## src/rtl/fetch_if_id_stage.sv

```systemverilog
// rtl/fetch_if_id_stage.sv - instruction fetch stage and IF/ID pipeline register
module fetch_if_id_stage #(
    parameter logic [31:0] RESET_PC = 32'h0040_0000,
    parameter logic [31:0] NOP_INST = 32'h0000_0000,
    parameter int unsigned CNT_W    = 32
) (
    input  logic             clk,
    input  logic             rst,
    input  logic             stall,
    input  logic             redirect,
    input  logic [31:0]      redirect_pc,
    output logic [31:0]      imem_addr,
    input  logic [31:0]      imem_rdata,
    output logic [31:0]      pc,
    output logic [31:0]      id_inst,
    output logic [31:0]      id_pc,
    output logic [31:0]      id_pc4,
    output logic             id_valid,
    output logic [CNT_W-1:0] stall_cnt,
    output logic [CNT_W-1:0] squash_cnt
);

    typedef enum logic {
        ST_RUN  = 1'b0,
        ST_HOLD = 1'b1
    } state_t;

    localparam logic [CNT_W-1:0] CNT_ONE = CNT_W'(1);

    state_t           state_q, state_d;
    logic [31:0]      pc_q, pc_d;
    logic [31:0]      hold_addr_q, hold_addr_d;
    logic [31:0]      id_inst_q, id_inst_d;
    logic [31:0]      id_pc_q, id_pc_d;
    logic [31:0]      id_pc4_q, id_pc4_d;
    logic             id_valid_q, id_valid_d;
    logic [CNT_W-1:0] stall_cnt_q, stall_cnt_d;
    logic [CNT_W-1:0] squash_cnt_q, squash_cnt_d;
    logic [31:0]      pc_plus4;

    assign pc_plus4 = pc_q + 32'd4;

    always_comb begin
        state_d      = stall ? ST_HOLD : ST_RUN;
        // The address seen by the ROM is pinned on stall entry so the word
        // presented on release is the one that was fetched before the freeze.
        hold_addr_d  = (state_q == ST_RUN) ? pc_q : hold_addr_q;
        pc_d         = pc_q;
        id_inst_d    = id_inst_q;
        id_pc_d      = id_pc_q;
        id_pc4_d     = id_pc4_q;
        id_valid_d   = id_valid_q;
        stall_cnt_d  = stall_cnt_q;
        squash_cnt_d = squash_cnt_q;

        if (stall) begin
            // Redirect is ignored here: the branch in ID may still be waiting on operands.
            stall_cnt_d = (&stall_cnt_q) ? stall_cnt_q : stall_cnt_q + CNT_ONE;
        end else if (redirect) begin
            pc_d         = redirect_pc;
            id_inst_d    = NOP_INST;
            id_valid_d   = 1'b0;
            id_pc_d      = pc_q;
            id_pc4_d     = pc_plus4;
            squash_cnt_d = (&squash_cnt_q) ? squash_cnt_q : squash_cnt_q + CNT_ONE;
        end else begin
            pc_d       = pc_plus4;
            id_inst_d  = imem_rdata;
            id_valid_d = 1'b1;
            id_pc_d    = pc_q;
            id_pc4_d   = pc_plus4;
        end
    end

    always_ff @(posedge clk) begin
        if (rst) begin
            state_q      <= ST_RUN;
            pc_q         <= RESET_PC;
            hold_addr_q  <= RESET_PC;
            id_inst_q    <= NOP_INST;
            id_pc_q      <= 32'h0000_0000;
            id_pc4_q     <= 32'h0000_0004;
            id_valid_q   <= 1'b0;
            stall_cnt_q  <= '0;
            squash_cnt_q <= '0;
        end else begin
            state_q      <= state_d;
            pc_q         <= pc_d;
            hold_addr_q  <= hold_addr_d;
            id_inst_q    <= id_inst_d;
            id_pc_q      <= id_pc_d;
            id_pc4_q     <= id_pc4_d;
            id_valid_q   <= id_valid_d;
            stall_cnt_q  <= stall_cnt_d;
            squash_cnt_q <= squash_cnt_d;
        end
    end

    assign imem_addr  = (state_q == ST_HOLD) ? hold_addr_q : pc_q;
    assign pc         = pc_q;
    assign id_inst    = id_inst_q;
    assign id_pc      = id_pc_q;
    assign id_pc4     = id_pc4_q;
    assign id_valid   = id_valid_q;
    assign stall_cnt  = stall_cnt_q;
    assign squash_cnt = squash_cnt_q;

endmodule

```

## config.mk

```make
export PLATFORM = sky130hd
export DESIGN_NAME = fetch_if_id_stage
export DESIGN_NICKNAME = d
export VERILOG_FILES = /design/src/rtl/fetch_if_id_stage.sv
export SDC_FILE = /design/constraint.sdc
export NUM_CORES = 1
export LEC_CHECK = 0
export CORE_MARGIN = 2
export CORE_UTILIZATION = 44
export DETAILED_ROUTE_END_ITERATION = 6
export PLACE_DENSITY = 0.75
export REMOVE_ABC_BUFFERS = 1
export SLEW_MARGIN = 20
export SYNTH_ARGS = -nofsm -noshare
export SYNTH_HDL_FRONTEND = slang
export SYNTH_SLANG_ARGS = --single-unit
```

## constraint.sdc

```tcl
create_clock -name clk -period 4.6 [get_ports clk]
set_clock_uncertainty 0.2 [all_clocks]
set_input_delay 1.15 -clock clk [delete_from_list [all_inputs] [get_ports clk]]
set_output_delay 1.15 -clock clk [all_outputs]
set_load 0.02 [all_outputs]
```

# --- Word level (Yosys, flattened, before mapping) ---
# Index checks and enable logic that the tools add are counted.
word_totals:
  word_cells: 24
  output_inout_bits: 225
  in_bits: 68
  reg_bits: 226
op_classes:
  n_mux: 5
  addsub: 3
  n_bitwise: 3
  n_reduce_logical: 4
op_table:
  columns: ["op", "count"]
  rows:
  - ["32-bit two-way mux", 3]
  - ["32-bit by 1-bit adder with 32-bit output, second input constant", 2]
  - ["32-bit AND reduction", 2]
  - ["32-bit by 3-bit adder with 32-bit output, second input constant", 1]
  - ["1-bit NOT", 3]
  - ["3-bit AND reduction", 1]
  - ["1-bit two-way mux", 2]
  - ["2-bit AND reduction", 1]

# --- Logic depth before layout (Yosys ltp) ---
logic_depth:
  word_depth: 3
  mapped_depth: 8
  mapped_depth_nobuf: 6

# --- Worst setup path after synthesis ---
# No wires, ideal clock.
synth_timing:
  path_kind: "in2reg"
  start: "input stall"
  end: "register stall_cnt_q[22] (netlist: stall_cnt[22])"
  n_path_buf: 1
  t_required_ns: 4.279
  setup_ns: 0.121
  setup_slack_ns: 1.576
  arrival_ns: 2.703
  path_stages: 6
  path_cell_list: "clkbuf_1 > inv_1 > or4_1 > a211oi_1 > nand3_1 > mux2_2"
synth_between:
  elab_chain_len: 1
synth_rtl:
  columns: ["item", "line_no", "rtl"]
  rows:
  - ["start, declared", "9", "input logic stall,"]
  - ["2-bit AND reduction (no source line)", null, null]
  - ["end signal, assigned", "94", "stall_cnt_q <= stall_cnt_d;"]
  - ["end, declared", "37", "logic [CNT_W-1:0] stall_cnt_q, stall_cnt_d;"]
# No other way between the ends.
# A chain may end at the register's enable or synchronous reset.

# --- Final worst setup path ---
layout_timing:
  start: "register state_q"
  end: "output imem_addr[6]"
layout_between:
  elab_chain_len: 1
layout_rtl:
  columns: ["item", "line_no", "rtl"]
  rows:
  - ["start, declared", "30", "state_t state_q, state_d;"]
  - ["start signal, assigned", "87", "state_q <= state_d;"]
  - ["32-bit two-way mux", "99", "assign imem_addr = (state_q == ST_HOLD) ? hold_addr_q : pc_q;"]
  - ["end, declared", "12", "output logic [31:0] imem_addr,"]
# No other way between the ends.

==> results_tabular.tex <==
\begin{tabular}{lr}
\hline
Metric & Value \\
\hline
\multicolumn{2}{l}{\textbf{Setup path}} \\
Data arrival at the endpoint of the critical path & 2550 ps \\
Combined buffer and inverter count along the critical path & 1 \\
Critical R2R Capture & id\_pc4[25] \\
Logic depth of the worst setup path including buffers & 2 \\
Required time of the critical path & 3250 ps \\
Worst reg-to-reg setup slack & 1570 ps \\
Termination of the worst setup path & imem\_addr[6] \\
Master of the slowest instance on the critical path & sky130\_fd\_sc\_hd\_\_dfxtp\_2 \\
Critical path endpoint category & primary output \\
Delay contributed by the slowest stage of the critical path & 1020 ps \\
Category of the most critical setup path & reg -> out \\
Startpoint type of the worst setup path & flip-flop \\
Top Family by Delay on Critical Path & flip-flops \\
Crit path cell chain & mux2\_2 -> clkdlybuf4s50\_1 \\
Critical-path maximum fanout & 40 \\
Start point of the critical path & state\_q \\
Launch instance of the worst register-to-register path & pc[8] \\
Worst-case reg-to-reg path depth & 5 \\
\multicolumn{2}{l}{\textbf{Route}} \\
Total via count after detailed routing & 9387 \\
Total detailed-routing wirelength & 30.5 mm \\
Routed length per instance & 18.1 um \\
Detailed router's first-iteration violation count & 532 \\
DRC violation count after routing & 0 \\
Avg Vias per Cell & 5.58 \\
Post-detailed-route count of antenna-violating nets & 0 \\
Initial DRT Pass Iterations & 5 \\
\multicolumn{2}{l}{\textbf{Pwr}} \\
Internal power consumption & 3.52 mW \\
Sw Ratio & 23.9\% \\
Peak supply drop & 0.212 mV \\
Clock network fraction of total power & 44.4\% \\
Overall power & 4.62 mW \\
Seq pwr share & 44.9\% \\
Share of total power in combinational logic & 10.8\% \\
Static leakage power & 4.92 nW \\
PwrDens & 334 nW/um\^{}2 \\
Switching Power & 1.11 mW \\
\multicolumn{2}{l}{\textbf{Layout}} \\
Fin nets & 1451 \\
N\_diodes & 0 \\
Finished layout cell area & 13900 sq um \\
Fill cell count & 1931 \\
Post-layout instance count excluding filler cells & 1681 \\
Share of final-layout standard cells stronger than drive strength 1 & 7.23\% \\
Area Overhead vs Synth & 38.1\% \\
\multicolumn{2}{l}{\textbf{Logic synthesis}} \\
Number of standard cells after synthesis & 1139 \\
Count of flip-flops with a built-in enable after synthesis & 0 \\
Part of the Yosys area used for sequential elements & 44.7\% \\
Cell taking the most area after synthesis & sky130\_fd\_sc\_hd\_\_dfxtp\_1 \\
Number of warnings reported in the yosys synthesis log & 0 \\
Ys flop type & sky130\_fd\_sc\_hd\_\_dfxtp\_1 \\
Biggest area contributors in the synthesized netlist & sky130\_fd\_sc\_hd\_\_dfxtp\_1 (45\%), sky130\_fd\_sc\_hd\_\_nor2\_1 (4.8\%), sky130\_fd\_sc\_hd\_\_mux2i\_1 (3.9\%) \\
Commonest cells in the synthesized netlist & sky130\_fd\_sc\_hd\_\_dfxtp\_1 (224), sky130\_fd\_sc\_hd\_\_nor2\_1 (128), sky130\_fd\_sc\_hd\_\_nand2\_1 (91) \\
Library cells used by synthesis & 56 \\
Most frequent cell after synthesis & sky130\_fd\_sc\_hd\_\_dfxtp\_1 \\
Syn avg cell area & 8.81 sq um \\
Proportion of netlist area held by the largest area contributor & 44.7\% \\
Proportion of register bits with asynchronous set or reset after synthesis & 0\% \\
Mapped cell area & 10000 sq um \\
Number of synthesized register bits & 224 \\
\multicolumn{2}{l}{\textbf{Placed design}} \\
Cell count after placement & 1638 \\
Placed cell area & 13000 sq um \\
Worst setup slack after placement & 1130 ps \\
Gp weighted congestion & 0.825 \\
Post-DP HPWL & 21.0 mm \\
Port Buf Inserts & 292 \\
\multicolumn{2}{l}{\textbf{Timing}} \\
Number of pins with negative max-slew slack in the final report & 0 \\
Final setup violation count & 0 \\
Worst max-slew margin expressed relative to the limit & 28.5\% \\
Final critical-path required period & 3900 ps \\
Final setup TNS & 0 ps \\
Final period util & 84.8\% \\
Final hold violations & 0 \\
Setup repair after global routing missed its margin & no \\
Worst-margin pin slew & 1070 ps \\
Post-layout worst setup margin & 700 ps \\
Max Fclk & 0.256 GHz \\
\multicolumn{2}{l}{\textbf{Global route}} \\
Total congestion overflow & 0 \\
Pin count of the biggest net entering global routing & 84 \\
Number of antenna violations at the first check in global routing & 1 \\
GRT Resource Usage Total & 24.4\% \\
Via count of the first global-routing pass & 8674 \\
First-pass GRT wire length & 47.6 mm \\
\multicolumn{2}{l}{\textbf{Clock network}} \\
Number of buffers added to fix hold violations after cts & 0 \\
Number of levels the H-tree was split into & 1 \\
Clock tree sinks & 224 \\
Number of buffers added by the clock tree synthesis step & 25 \\
Master cell of the clock root buffer & sky130\_fd\_sc\_hd\_\_clkbuf\_16 \\
Total setup buffers inserted after CTS & 0 \\
TritonCTS clock tree & done \\
Clock input transition at the sequential cells of the worst setup and hold paths & 60 ps \\
Maximum buffer depth of the clock tree & 3 \\
Resized cells post-CTS & 0 \\
Clock network latency to the later pin of the worst-skew pair & 510 ps \\
\multicolumn{2}{l}{\textbf{Min path}} \\
Hold path depth & 2 \\
Hold WC Path Type & reg -> reg \\
\multicolumn{2}{l}{\textbf{Floorplan}} \\
Die outline area & 24000 sq um \\
Number of placement rows & 55 \\
Core area & 22500 sq um \\
Num ports & 293 \\
Effective utilization at floorplan & 44.6\% \\
Height of the chip & 155 um \\
Horizontal die dimension & 155 um \\
\multicolumn{2}{l}{\textbf{Flow run}} \\
Max-cap check violation count & 0 \\
\multicolumn{2}{l}{\textbf{Status}} \\
Outcome & complete, no violations \\
\hline
\end{tabular}
[cell type report]
cell class / instances / area, sq um / share of cell area, %
clock inverter: 5 / 103 / 0.740
inverter: 18 / 67.6 / 0.488
multi-input combinational: 809 / 5110 / 36.9
sequential: 224 / 4490 / 32.4
timing repair buffer: 302 / 2990 / 21.6
clock buffer: 38 / 744 / 5.37
tap: 285 / 357 / 2.57
[cells by family (layout without fill, tap and decap cells)]
logic type               Yosys count  count (layout)  synth area share [%]
flip-flops                       224             224                  44.7
buffers and inverters            106             363                  4.42
AO/OA/AOI/OAI                    245             245                  16.0
XOR/XNOR                          46              46                  4.02
adder cells (fa/ha/maj)            3               3                 0.374
AND/OR/NAND/NOR                  448             448                  23.4
multiplexers                      67              67                  7.03
[worst register-to-register path: stages, from the launching register on]
cell and delay (ps):
sky130_fd_sc_hd__dfxtp_1 610, sky130_fd_sc_hd__nand4_1 230, sky130_fd_sc_hd__or4_1 850, sky130_fd_sc_hd__or4_4 680
sky130_fd_sc_hd__xor2_1 170, sky130_fd_sc_hd__a211oi_2 210
[layout by cell type (no fill, tap or decap), drive strengths merged, types with 21 or more instances in the layout]
cell           Yosys  final
clkdlybuf4s50      0    289
dfxtp            224    224
nor2             128    128
nand2             91     91
a21oi             67     67
o21ai             48     48
mux2i             39     39
clkbuf            62     38
and2              36     36
nand3             35     35
xnor2             33     33
a22o              29     29
mux2              28     28
nand4             27     27
or3               22     22
nor3              21     21
[through the flow]
stage	utilization [%]	hold slack, ps
finish	61.6	241
floorplan	-	323
global placement	57.8	234
CTS	61.6	246
global route	61.6	269
detailed placement	57.8	238
[power groups by stage]
stage          sequential [mW]  combinational (mW)  clock, mW
5_1_grt                   2.08               0.535       2.17
4_1_cts                   2.08               0.501       2.09
6_report                  2.07               0.499       2.05
3_5_place_dp              2.12               0.499          0
3_3_place_gp              2.12               0.492          0
2_1_floorplan             2.15               0.163          0
[how the worst min path moves through the flow]
stage	startpoint	to	slack, ps
floorplan	id_pc4[29]	id_pc4[29]	320
detailed placement	id_pc4[29]	id_pc4[29]	240
global route	id_pc4[29]	id_pc4[29]	270
global placement	id_pc4[28]	id_pc4[28]	230
CTS	id_pc4[29]	id_pc4[29]	250
finish	id_pc4[29]	id_pc4[29]	240
[flip-flops by register name, summed over array words and instances (netlist names)]
register	count
id_pc4	30
state_q	1
stall_cnt	32
pc	32
squash_cnt	32
id_inst	32
id_valid	1
id_pc	32
hold_addr_q	32
[metal layers]
| layer | track usage (%) | share of wire, % |
|---|---|---|
| met5 | 0 | 0.039 |
| met4 | 6.88 | 2.9 |
| met3 | 5.04 | 6.8 |
| met2 | 40.6 | 46 |
| met1 | 32.1 | 44 |
No activity file was read; power rests on OpenSTA's default activity.
